[src/rtl/sirius_fetch_pkg.sv]
// Shared types and constants for the sirius instruction fetch queue.
// Holds the default queue depth, the {pc,inst} entry layout and the sequential PC step.
package sirius_fetch_pkg;

    localparam int FQ_DEPTH  = 8;
    localparam int FQ_PC_W   = 32;
    localparam int FQ_INST_W = 32;
    localparam int PC_STEP   = 4;

    typedef struct packed {
        logic [FQ_PC_W-1:0]   pc;
        logic [FQ_INST_W-1:0] inst;
    } fq_entry_t;

    // Decode can only take two per cycle, so a request of 3 is treated as 2.
    function automatic logic [1:0] fq_deq_req(input logic [1:0] deq_num);
        return (deq_num == 2'd3) ? 2'd2 : deq_num;
    endfunction

endpackage

[src/rtl/fetch_queue_ram.sv]
// Storage array for the fetch queue: two write ports, two asynchronous read ports.
// The array itself is not reset; validity is tracked by the pointer logic in the top.
module fetch_queue_ram
    import sirius_fetch_pkg::*;
#(
    parameter int DEPTH = FQ_DEPTH,
    parameter int WIDTH = $bits(fq_entry_t),
    localparam int AW   = $clog2(DEPTH)
) (
    input  logic             i_clk,
    input  logic             i_we_0,
    input  logic [AW-1:0]    i_waddr_0,
    input  logic [WIDTH-1:0] i_wdata_0,
    input  logic             i_we_1,
    input  logic [AW-1:0]    i_waddr_1,
    input  logic [WIDTH-1:0] i_wdata_1,
    input  logic [AW-1:0]    i_raddr_0,
    output logic [WIDTH-1:0] o_rdata_0,
    input  logic [AW-1:0]    i_raddr_1,
    output logic [WIDTH-1:0] o_rdata_1
);

    logic [WIDTH-1:0] r_mem [DEPTH];

    // The two write addresses are always tail and tail+1, so they never collide.
    always_ff @(posedge i_clk) begin
        if (i_we_0) r_mem[i_waddr_0] <= i_wdata_0;
        if (i_we_1) r_mem[i_waddr_1] <= i_wdata_1;
    end

    assign o_rdata_0 = r_mem[i_raddr_0];
    assign o_rdata_1 = r_mem[i_raddr_1];

endmodule

[src/rtl/inst_fetch_queue.sv]
// Fetch-to-decode decoupling FIFO: up to two enqueues and two dequeues per cycle, flushable.
// Optional macro FETCH_QUEUE_PERF_EN adds saturating full/empty cycle counters.
module inst_fetch_queue
    import sirius_fetch_pkg::*;
#(
    parameter int DEPTH  = FQ_DEPTH,
    parameter int PC_W   = FQ_PC_W,
    parameter int INST_W = FQ_INST_W
) (
    input  logic                     aclk,
    input  logic                     aresetn,
    input  logic                     flush,
    input  logic                     in_ok_1,
    input  logic                     in_ok_2,
    input  logic [PC_W-1:0]          in_pc,
    input  logic [INST_W-1:0]        in_data_1,
    input  logic [INST_W-1:0]        in_data_2,
    output logic                     in_ready,
    output logic                     out_valid_1,
    output logic                     out_valid_2,
    output logic [PC_W-1:0]          out_pc_1,
    output logic [PC_W-1:0]          out_pc_2,
    output logic [INST_W-1:0]        out_inst_1,
    output logic [INST_W-1:0]        out_inst_2,
    input  logic [1:0]               deq_num,
    output logic [$clog2(DEPTH):0]   count
`ifdef FETCH_QUEUE_PERF_EN
    ,
    output logic [31:0]              perf_full_cycles,
    output logic [31:0]              perf_empty_cycles
`endif
);

    localparam int PTR_W = $clog2(DEPTH);
    localparam int CNT_W = PTR_W + 1;
    localparam int ENT_W = PC_W + INST_W;

    logic [PTR_W-1:0] r_head;
    logic [PTR_W-1:0] r_tail;
    logic [CNT_W-1:0] r_count;

    logic             w_ready;
    logic [1:0]       w_enq_n;
    logic [1:0]       w_deq_req;
    logic [1:0]       w_deq_eff;
    logic [PC_W-1:0]  w_pc_2;
    logic [ENT_W-1:0] w_rdata_0;
    logic [ENT_W-1:0] w_rdata_1;

    assign w_ready   = (r_count <= CNT_W'(DEPTH - 2));
    assign w_deq_req = fq_deq_req(deq_num);
    assign w_pc_2    = in_pc + PC_W'(PC_STEP);

    // Enqueues while not ready are dropped; flush cancels all same-cycle traffic.
    always_comb begin
        w_enq_n = 2'd0;
        if (!flush && in_ok_1 && w_ready)
            w_enq_n = in_ok_2 ? 2'd2 : 2'd1;
    end

    // Dequeue never reaches entries written this cycle: it is bounded by the registered count.
    always_comb begin
        w_deq_eff = 2'd0;
        if (!flush)
            w_deq_eff = (CNT_W'(w_deq_req) > r_count) ? r_count[1:0] : w_deq_req;
    end

    always_ff @(posedge aclk or negedge aresetn) begin
        if (!aresetn) begin
            r_head  <= '0;
            r_tail  <= '0;
            r_count <= '0;
        end else if (flush) begin
            r_head  <= '0;
            r_tail  <= '0;
            r_count <= '0;
        end else begin
            r_head  <= r_head + PTR_W'(w_deq_eff);
            r_tail  <= r_tail + PTR_W'(w_enq_n);
            r_count <= r_count + CNT_W'(w_enq_n) - CNT_W'(w_deq_eff);
        end
    end

    fetch_queue_ram #(
        .DEPTH (DEPTH),
        .WIDTH (ENT_W)
    ) u_ram (
        .i_clk     (aclk),
        .i_we_0    (w_enq_n != 2'd0),
        .i_waddr_0 (r_tail),
        .i_wdata_0 ({in_pc, in_data_1}),
        .i_we_1    (w_enq_n == 2'd2),
        .i_waddr_1 (r_tail + PTR_W'(1)),
        .i_wdata_1 ({w_pc_2, in_data_2}),
        .i_raddr_0 (r_head),
        .o_rdata_0 (w_rdata_0),
        .i_raddr_1 (r_head + PTR_W'(1)),
        .o_rdata_1 (w_rdata_1)
    );

    assign in_ready    = w_ready;
    assign count       = r_count;
    assign out_valid_1 = (r_count != '0);
    assign out_valid_2 = (r_count >= CNT_W'(2));
    assign out_pc_1    = w_rdata_0[ENT_W-1:INST_W];
    assign out_inst_1  = w_rdata_0[INST_W-1:0];
    assign out_pc_2    = w_rdata_1[ENT_W-1:INST_W];
    assign out_inst_2  = w_rdata_1[INST_W-1:0];

`ifdef FETCH_QUEUE_PERF_EN
    logic [31:0] r_perf_full;
    logic [31:0] r_perf_empty;

    // Observation only: these counters ignore flush and saturate rather than wrap.
    always_ff @(posedge aclk or negedge aresetn) begin
        if (!aresetn) begin
            r_perf_full  <= '0;
            r_perf_empty <= '0;
        end else begin
            if (!w_ready && (r_perf_full != 32'hFFFF_FFFF))
                r_perf_full <= r_perf_full + 32'd1;
            if ((r_count == '0) && (r_perf_empty != 32'hFFFF_FFFF))
                r_perf_empty <= r_perf_empty + 32'd1;
        end
    end

    assign perf_full_cycles  = r_perf_full;
    assign perf_empty_cycles = r_perf_empty;
`endif

endmodule

[config.mk]
export PLATFORM = sky130hd
export DESIGN_NAME = inst_fetch_queue
export DESIGN_NICKNAME = d
export VERILOG_FILES = /design/src/rtl/sirius_fetch_pkg.sv /design/src/rtl/fetch_queue_ram.sv /design/src/rtl/inst_fetch_queue.sv
export SDC_FILE = /design/constraint.sdc
export NUM_CORES = 1
export LEC_CHECK = 0
export ABC_AREA = 1
export ABC_CLOCK_PERIOD_IN_PS = 8000
export BUFFER_PORTS_ARGS = -buffer_cell sky130_fd_sc_hd__buf_2
export CAP_MARGIN = 20
export CORE_ASPECT_RATIO = 1.2
export CORE_MARGIN = 5
export CORE_UTILIZATION = 47
export DETAILED_ROUTE_END_ITERATION = 10
export GPL_TIMING_DRIVEN = 0
export HOLD_SLACK_MARGIN = 0.06
export PLACE_DENSITY = 0.66
export SYNTH_ARGS = -nofsm -noshare
export SYNTH_HDL_FRONTEND = slang
export SYNTH_HIERARCHICAL = 1
export SYNTH_SLANG_ARGS = --single-unit
[constraint.sdc]
create_clock -name aclk -period 8 [get_ports aclk]
set_input_delay 1.2 -clock aclk [delete_from_list [all_inputs] [get_ports aclk]]
set_output_delay 1.2 -clock aclk [all_outputs]
set_load 0.02 [all_outputs]
Word-level counts from Yosys, hierarchy flattened
Memories as Yosys holds them, arrays and structs flattened.
Cells that the tools add are included.
{"block": "word_totals", "wordCells": 33, "output_inout_bits": 135, "reg_bits": 10, "memories": 1, "ramBits": 512}
{"block": "op_classes", "add_sub_neg": 7, "n_eq_ne": 2, "reduce_logical": 5, "mux": 12, "order_cmp": 3}
{"memory": "u_ram.r_mem", "words": 8, "width": 64, "read_ports": 2, "rd_clocked_by_memory_dff": 0, "wr": 2, "line_no": "fetch_queue_ram.sv:23", "text": "logic [WIDTH-1:0] r_mem [DEPTH];"}
{"operator": "adder 32 x 3 -> 32 bit (second input constant)", "count": 1}
{"operator": "two-way mux 2 bit", "count": 5}
{"operator": "adder 3 x 1 -> 3 bit (second input constant)", "count": 2}
{"operator": "adder 3 x 2 -> 3 bit", "count": 2}
{"operator": "two-way mux 3 bit", "count": 2}
{"operator": "adder 4 x 2 -> 4 bit", "count": 1}
{"operator": "equality test 2 bit (second input constant)", "count": 2}
{"operator": "greater-or-equal comparator 4 x 2 -> 1 bit (second input constant)", "count": 1}
{"operator": "greater-than comparator 2 x 4 -> 1 bit", "count": 1}
{"operator": "<= comparator 4 x 3 -> 1 bit (second input constant)", "count": 1}
{"operator": "two-way mux 1 bit", "count": 4}
{"operator": "two-way mux 4 bit", "count": 1}
{"operator": "nonzero test 4 bit", "count": 1}
{"operator": "subtractor 4 x 2 -> 4 bit", "count": 1}
{"operator": "logical AND 1 bit", "count": 2}
{"operator": "nonzero test 2 bit", "count": 1}
{"operator": "zero test 1 bit", "count": 1}

Logic depth before layout (Yosys ltp)
Gate-level depths: netlist of run 1.
{"block": "logic_depth", "ltp_word": 7, "depth_mapped": 15, "ltp_nobuf": 15}

By module
The synthesis of run 1 kept the hierarchy.
{"mod": "fetch_queue_ram", "n_inst": 1, "cells_per_inst": 4702, "area_each_um2": 32937.8}
{"mod": "inst_fetch_queue", "n_inst": 1, "cells_per_inst": 266, "area_each_um2": 1686.6}

Worst setup path after synthesis of run 1
No wires, ideal clock.
{"block": "synth_path", "kind": "in2reg", "from": "input port flush", "to": "memory u_ram/r_mem[1][0] (netlist bit), enable pin", "slack_ps": 1156, "setup_time_ps": 574, "cell_stages": 6, "arrival_ps": 6269, "path_buffers": 1, "cell_sequence": "buf_2 > inv_1 > nand3_1 > inv_1 > nand2_1 > o21ai_0"}
{"element": "from (decl)", "line_no": "inst_fetch_queue.sv:12", "text": "input logic flush,"}
{"element": "to (decl)", "line_no": "fetch_queue_ram.sv:23"}

Worst setup path in the final report of run 1
{"block": "layout_path", "from": "register r_head[0]", "to": "output port out_pc_2[8]"}
{"block": "layout_via", "elab_chain_cells": 2}
{"element": "from (decl)", "line_no": "inst_fetch_queue.sv:38", "text": "logic [PTR_W-1:0] r_head;"}
{"element": "from (signal assigned)", "line_no": "inst_fetch_queue.sv:78", "text": "r_head <= r_head + PTR_W'(w_deq_eff);"}
{"element": "adder 3 x 1 -> 3 bit", "line_no": "inst_fetch_queue.sv:97", "text": ".i_raddr_1 (r_head + PTR_W'(1)),"}
{"element": "memory read (8 x 64 bit)"}
{"element": "to (decl)", "line_no": "inst_fetch_queue.sv:22", "text": "output logic [PC_W-1:0] out_pc_2,"}
Every way passes these cells.

==> flow_summary_export.csv, run 1 <==
group,metric,value,unit
outcome,outcome,"completed",
detailed_routing,wl_met2,64200,um
logic_synthesis,yosys.area.top_type,"edfxtp_1",
cts,cts_buffer_depth,3,
finish,fillCellCount,7109,
detailed_routing,dr.pass1.iters,6,
finish,nets,5377,
floorplan,fp.dieW,258,um
finish,stdcell_count,6250,
logic_synthesis,synth_nets,5089,
power,vdd_drop_max,0.234,mV
detailed_routing,met3_length,13200,um
cts,root_buffer,"clkbuf_16",
timing,finClkSkew,0.0104,ns
floorplan,core_area,0.0734,sq mm
finish,fin_area,0.0396,sq mm
finish,synthToLayoutAreaGrowth,14.4,%
detailed_routing,wl_per_cell,21.6,um
floorplan,pin_count,238,
detailed_routing,via_count,34900,
timing,worstMarginPinSlew,1.04,ns
detailed_routing,vias_per_cell,5.59,
cts,cts_tree,"built",
placement,pre_cts_slack,3.77,ns
global_route,grt_overflow_total,0,
setup_path,cp.required,6.80,ns
timing,slew_headroom,0.305,
cts,ctsHoldBuffers,0,
logic_synthesis,synth_cell_type_count,31,
setup_path,cp_data_arrival_time,3.41,ns
logic_synthesis,avgSynthCellArea,6.97,sq um
timing,rsz0062_at_grt,"no",
placement,dpl-instance-area,0.0374,sq mm
floorplan,dieArea,0.0792,sq mm
detailed_routing,top_layer,"met5",
logic_synthesis,synthTopCellsByCount,"nand2_1, inv_1, nand3_1",
global_route,grt_pass1_wl,199000,um
setup_path,critPathCaptureType,"primary output",
detailed_routing,first_iter_violations,4481,
logic_synthesis,synth_seq_cells,522,
timing,hold_viol,0,
setup_path,rrSetupSlack,4.28,ns
setup_path,cp_max_fo,10,
cts,htree_num_levels,2,
placement,place_inst,6139,
logic_synthesis,yosysWarnings,6,
finish,drive_gt1_frac,0.123,
placement,io_buffer_count,204,
logic_synthesis,syn-instance-count,4968,
logic_synthesis,synth_edf_count,512,
logic_synthesis,yosysTopAreaCellShare,0.444,
floorplan,die_h,307,um
logic_synthesis,yosysSeqAreaShare,0.451,
global_route,grt_use_total,0.328,
timing,fin_crit,4.61,ns
detailed_routing,wl,135000,um
timing,drv_slew,0,
timing,setup_violations,0,
flow_run,drv_cap,0,
cts,cts_inserted_buffers,58,
detailed_routing,drc_errors,0,
cts,clkTransAtPathRegs,0.06,ns
cts,post_cts_buffers,0,
setup_path,path_class,"reg2out",
power,leakage,20.0,nW
floorplan,row_count,109,
hold_path,holdCritPathClass,"in2async",
timing,period_share,0.577,
logic_synthesis,synth_ff_type,"edfxtp_1",
floorplan,start_util,0.472,
setup_path,start_kind,"register",
global_route,grt_max_degree,26,
placement,place.gp.congestion,0.963,
cts,cts-resized-gates,0,
logic_synthesis,synth_most_common_cell,"nand2_1",
logic_synthesis,synth_area_leaders,"edfxtp_1, nand2_1, nand3_1, inv_1, o21ai_1",
timing,hold_ws,0.427,ns
cts,clk_latency,0.63,ns
detailed_routing,antenna_left,0,
timing,worst_slack,3.39,ns
cts,clock_sinks,522,
power,p_per_area,329,mW/mm^2
global_route,antenna_found_initial,5,
global_route,grt_pass1_vias,33700,
logic_synthesis,synth_area,0.0346,sq mm
detailed_routing,wl_met1,47800,um
placement,dpl.hpwl,96500,um
logic_synthesis,async_flop_share,0.0192,
timing,fmax,217,MHz
-- worst max-delay path, stage by stage (launching register included) --
cell	delay (ns)
dfrtp_1	0.50
ha_1	0.29
xor2_1	0.23
clkbuf_1	0.64
buf_8	0.24
clkbuf_1	0.35
nand2_1	0.13
nand2_1	0.18
buf_2	0.20
-- sequential cells by signal (all words and copies together) (netlist names) --
| signal | flops |
|---|---|
| count | 4 |
| r_tail | 3 |
| r_head | 3 |
| u_ram/r_mem | 512 |
-- worst paths after layout --
check | depth (start not counted) | from | endpoint
setup / recovery | 8 | r_head[0] | out_pc_2[8]
hold / removal | 1 | aresetn | count[2]
setup reg to reg | 14 | count[3] | u_ram/r_mem[0][38]
hold reg to reg | 2 | r_head[2] | r_head[2]
max in group asynchronous | 1 | aresetn | r_tail[2]
min in group aclk | 2 | r_head[2] | r_head[2]
-- through the flow --
stage | TNS (ns) | power, W | utilization
CTS | 0 | 0.0129 | 0.540
global route | 0 | 0.0136 | 0.540
finish | 0 | 0.0130 | 0.540
global placement | -1657.35 | 0.00980 | 0.502
detailed placement | 0 | 0.00984 | 0.510
floorplan | 0 | 0.00736 | -
-- cell families (layout without fill, tap and decap cells) --
group | Yosys count | in the layout | synth area share
DFF | 522 | 522 | 0.451
AOI/OAI and AO/OA | 528 | 528 | 0.0770
and+or+nand+nor | 2876 | 2876 | 0.335
buffers and inverters | 1004 | 1342 | 0.124
xor gates and xnor gates | 20 | 20 | 0.00528
adders and majority gates | 18 | 18 | 0.00737
other | 0 | 1 | 0
-- layout make-up --
type | count | area [sq um] | area share
flip-flops and latches | 522 | 15600 | 0.395
multi-input cells | 3442 | 14800 | 0.374
inverters | 630 | 2360 | 0.0597
plain buffers | 374 | 1920 | 0.0485
clock buffers | 73 | 1620 | 0.0409
repair buffers | 228 | 1530 | 0.0385
well taps | 943 | 1180 | 0.0298
clock inverters | 37 | 561 | 0.0142
diodes | 1 | 2.50 | 0.0000632
-- cells in the final DEF (no fill, tap or decap), types with 48 or more instances in the layout --
cell type	synthesis	routed
clkbuf_16	0	61
nor2_1	48	48
edfxtp_1	512	512
buf_2	246	450
inv_1	625	625
o21ai_1	337	337
nand3_1	525	525
nand2_1	2274	2274
clkbuf_1	49	56
o21ai_0	180	172
-- per-layer routing --
layer	global-route usage	up-vias
met5	0	-
met4	0.207	6
met3	0.0615	532
met2	0.558	2150
met1	0.382	16000
li1	-	16200
-- report_power, final --
group | leakage [nW] | total (W) | internal [W] | switching (W)
combinational | 14.2 | 0.00679 | 0.00185 | 0.00494
clock | 1.07 | 0.00309 | 0.00191 | 0.00118
sequential | 4.76 | 0.00317 | 0.00312 | 0.0000413
total | 20.0 | 0.0130 | 0.00689 | 0.00616
No activity file was read; power rests on OpenSTA's default activity.
==> inputs of run 2 (changes only) <==
--- a/config.mk
+++ b/config.mk
@@ -5,8 +5,8 @@
 export SDC_FILE = /design/constraint.sdc
 export NUM_CORES = 1
 export LEC_CHECK = 0
-export ABC_AREA = 1
-export ABC_CLOCK_PERIOD_IN_PS = 8000
+export ABC_AREA = 0
+export ABC_CLOCK_PERIOD_IN_PS = 4790
 export BUFFER_PORTS_ARGS = -buffer_cell sky130_fd_sc_hd__buf_2
 export CAP_MARGIN = 20
 export CORE_ASPECT_RATIO = 1.2
==> constraint.sdc (replaced) <==
create_clock -name aclk -period 4.79 [get_ports aclk]
set_input_delay 0.7185 -clock aclk [delete_from_list [all_inputs] [get_ports aclk]]
set_output_delay 0.7185 -clock aclk [all_outputs]
set_load 0.02 [all_outputs]
==> flow_summary_export.csv, run 2 <==
group,metric,value,unit
logic_synthesis,synth_area,0.0307,sq mm
detailed_routing,wl_per_cell,30.7,um
floorplan,dieArea,0.0705,sq mm
logic_synthesis,synth_compound_area_frac,0.00253,
timing,finClkSkew,0.0182,ns
logic_synthesis,synth_edf_count,512,
power,power_frac_comb,0.321,
logic_synthesis,async_flop_share,0.0192,
hold_path,holdCritPathClass,"in2reg",
global_route,grt_overflow_total,0,
placement,io_buffer_count,237,
logic_synthesis,synthXorXnorAreaFrac,0.00971,
global_route,grt_use_total,0.250,
setup_path,cp_max_fo,10,
power,p_seq_frac,0.374,
global_route,grt_pass1_vias,19900,
cts,cts_buffer_depth,3,
placement,dpl-instance-area,0.0335,sq mm
logic_synthesis,avgSynthCellArea,17.9,sq um
finish,nets,2155,
cts,clkTransAtPathRegs,0.07,ns
detailed_routing,wl,89800,um
floorplan,row_count,102,
detailed_routing,top_layer,"met5",
power,switching_share,0.313,
floorplan,fp.dieW,243,um
timing,tns,0,ns
global_route,grt_max_degree,40,
timing,setup_violations,0,
setup_path,ff2ff_path_depth,11,
logic_synthesis,synth_nets,1837,
timing,fmax,236,MHz
logic_synthesis,synth_seq_cells,522,
finish,fin_area,0.0354,sq mm
finish,layout_commonest_cell,"mux2_2",
detailed_routing,via_count,18300,
cts,clock_sinks,522,
detailed_routing,wl_met2,45600,um
finish,regMostFlops,"u_ram/r_mem",
logic_synthesis,yosys.area.top_type,"edfxtp_1",
timing,worstMarginPinSlew,1.02,ns
detailed_routing,dr.pass1.iters,5,
logic_synthesis,synthAdderAreaFrac,0.00833,
finish,synthToLayoutAreaGrowth,15.4,%
global_route,antenna_found_initial,16,
floorplan,pin_count,238,
timing,fin_crit,4.24,ns
detailed_routing,met3_length,5650,um
detailed_routing,wl_met1,35900,um
power,vdd_drop_max,0.250,mV
logic_synthesis,synth_top_family_by_area,"multiplexers",
cts,htree_num_levels,2,
cts,cts_inserted_buffers,54,
cts,root_buffer,"clkbuf_16",
setup_path,critPathCaptureType,"primary output",
timing,hold_viol,0,
setup_path,start_kind,"register",
power,power_switching,0.00443,W
setup_path,cp.required,4.07,ns
finish,largest_reg_flops,512,
logic_synthesis,yosysWarnings,6,
logic_synthesis,synthTopCellsByCount,"mux2_2, edfxtp_1, mux4_2",
timing,hold_ws,0.357,ns
detailed_routing,first_iter_violations,1457,
setup_path,rrSetupSlack,0.62,ns
floorplan,die_h,290,um
cts,cts-resized-gates,0,
logic_synthesis,yosys-mux-area-fraction,0.424,
floorplan,start_util,0.475,
placement,dpl.hpwl,58600,um
cts,cts_tree,"built",
logic_synthesis,synth_most_common_cell,"mux2_2",
logic_synthesis,yosys.area_share.simple,0.0169,
timing,rsz0062_at_grt,"no",
logic_synthesis,synth_cell_type_count,40,
placement,place.gp.congestion,0.784,
setup_path,cp_data_arrival_time,3.52,ns
logic_synthesis,synth_ff_type,"edfxtp_1",
finish,drive_gt1_frac,0.648,
logic_synthesis,synth_area_leaders,"edfxtp_1, mux2_2, mux4_2, buf_6, xnor2_1",
timing,slew_headroom,0.320,
logic_synthesis,syn-instance-count,1716,
flow_run,drv_cap,0,
global_route,grt_pass1_wl,131000,um
logic_synthesis,yosysTopAreaCellShare,0.502,
logic_synthesis,yosysSeqAreaShare,0.510,
timing,period_share,0.885,
setup_path,path_class,"reg2out",
detailed_routing,drc_errors,0,
timing,drv_slew,0,
floorplan,core_area,0.0646,sq mm
cts,clk_latency,0.60,ns
detailed_routing,vias_per_cell,6.26,
finish,mostFrequentLayoutCells,"mux2_2, edfxtp_1, buf_2",
outcome,outcome,"completed",
power,leakage,11.8,nW
hold_path,min_path_cells,2,
power,p_int,0.00973,W
detailed_routing,antenna_left,0,
power,power_frac_clock,0.305,
power,p_per_area,400,mW/mm^2
run 2: cell types whose count changed in the layout (fill, tap and decap cells not counted), sizes merged, moves of 11 or more:
cell    before  now
nand2     2280   13
mux2         0  641
inv        630   14
o21ai      522    5
nand3      525   17
mux4         0  256
buf        553  371
nor2        60   12
clkbuf     122   83
xnor2        7   29
nand4        0   12
diode        1   12
run 2: final timing paths:
kind | start | endpoint
min | flush | r_tail[0]
max | r_head[0] | out_pc_2[31]
min reg2reg | r_tail[2] | r_tail[2]
max reg2reg | count[3] | u_ram/r_mem[2][39]
min in group asynchronous | aresetn | count[1]
max in group asynchronous | aresetn | count[0]
run 2: worst max-delay path, cell delays in order, from the launching register on:
cell and delay [ns]:
dfrtp_1 0.47, ha_1 0.25, xor2_1 0.19, buf_2 0.36
buf_1 0.72, mux4_2 0.42, mux2_2 0.33, buf_2 0.17
run 2: layer usage:
metal,GRT usage,up-vias
li1,-,7821
met1,0.325,9630
met4,0.0688,8
met3,0.0476,161
met2,0.437,669
met5,0,-
run 2: kinds of logic (layout without fill, tap and decap cells):
family | after synthesis | after routing
DFF | 522 | 522
xor gates and xnor gates | 34 | 34
adders and majority gates | 18 | 18
muxes | 899 | 899
and+or+nand+nor | 86 | 86
buffers and inverters | 145 | 506
AOI/OAI and AO/OA | 12 | 12
other | 0 | 12
run 2: area by class of cell:
| cell class | count | area [sq um] |
|---|---|---|
| Antenna cell | 12 | 30.0 |
| Buffer | 131 | 826 |
| Clock buffer | 62 | 1450 |
| Clock inverter | 37 | 350 |
| Fill cell | 5178 | 29200 |
| Inverter | 14 | 52.6 |
| Multi-Input combinational cell | 1049 | 14200 |
| Sequential cell | 522 | 15600 |
| Tap cell | 832 | 1040 |
| Timing Repair Buffer | 262 | 1770 |
run 2: metrics by stage:
step                      utilization  std cells  setup WS (ns)  total power [W]
after floorplan                     -       1716         -0.436          0.00841
after global placement          0.509       2785          -4.13          0.00990
after detailed placement        0.519       2809          0.666          0.00996
after CTS                       0.547       2909          0.473           0.0143
after global routing            0.548       2913          0.385           0.0147
final                           0.548       2921          0.549           0.0142
run 2: what timing repair did:
action	CTS	global route
hold buffers	1	0
hold endpoints to repair	10	0
setup buffers	0	0
run 2: power by group through the flow:
| stage | clock network (W) | logic (W) | registers (W) |
|---|---|---|---|
| 2_1_floorplan | 0 | 0.00302 | 0.00538 |
| 3_3_place_gp | 0 | 0.00449 | 0.00540 |
| 3_5_place_dp | 0 | 0.00457 | 0.00539 |
| 4_1_cts | 0.00441 | 0.00459 | 0.00529 |
| 5_1_grt | 0.00460 | 0.00481 | 0.00531 |
| 6_report | 0.00432 | 0.00455 | 0.00529 |
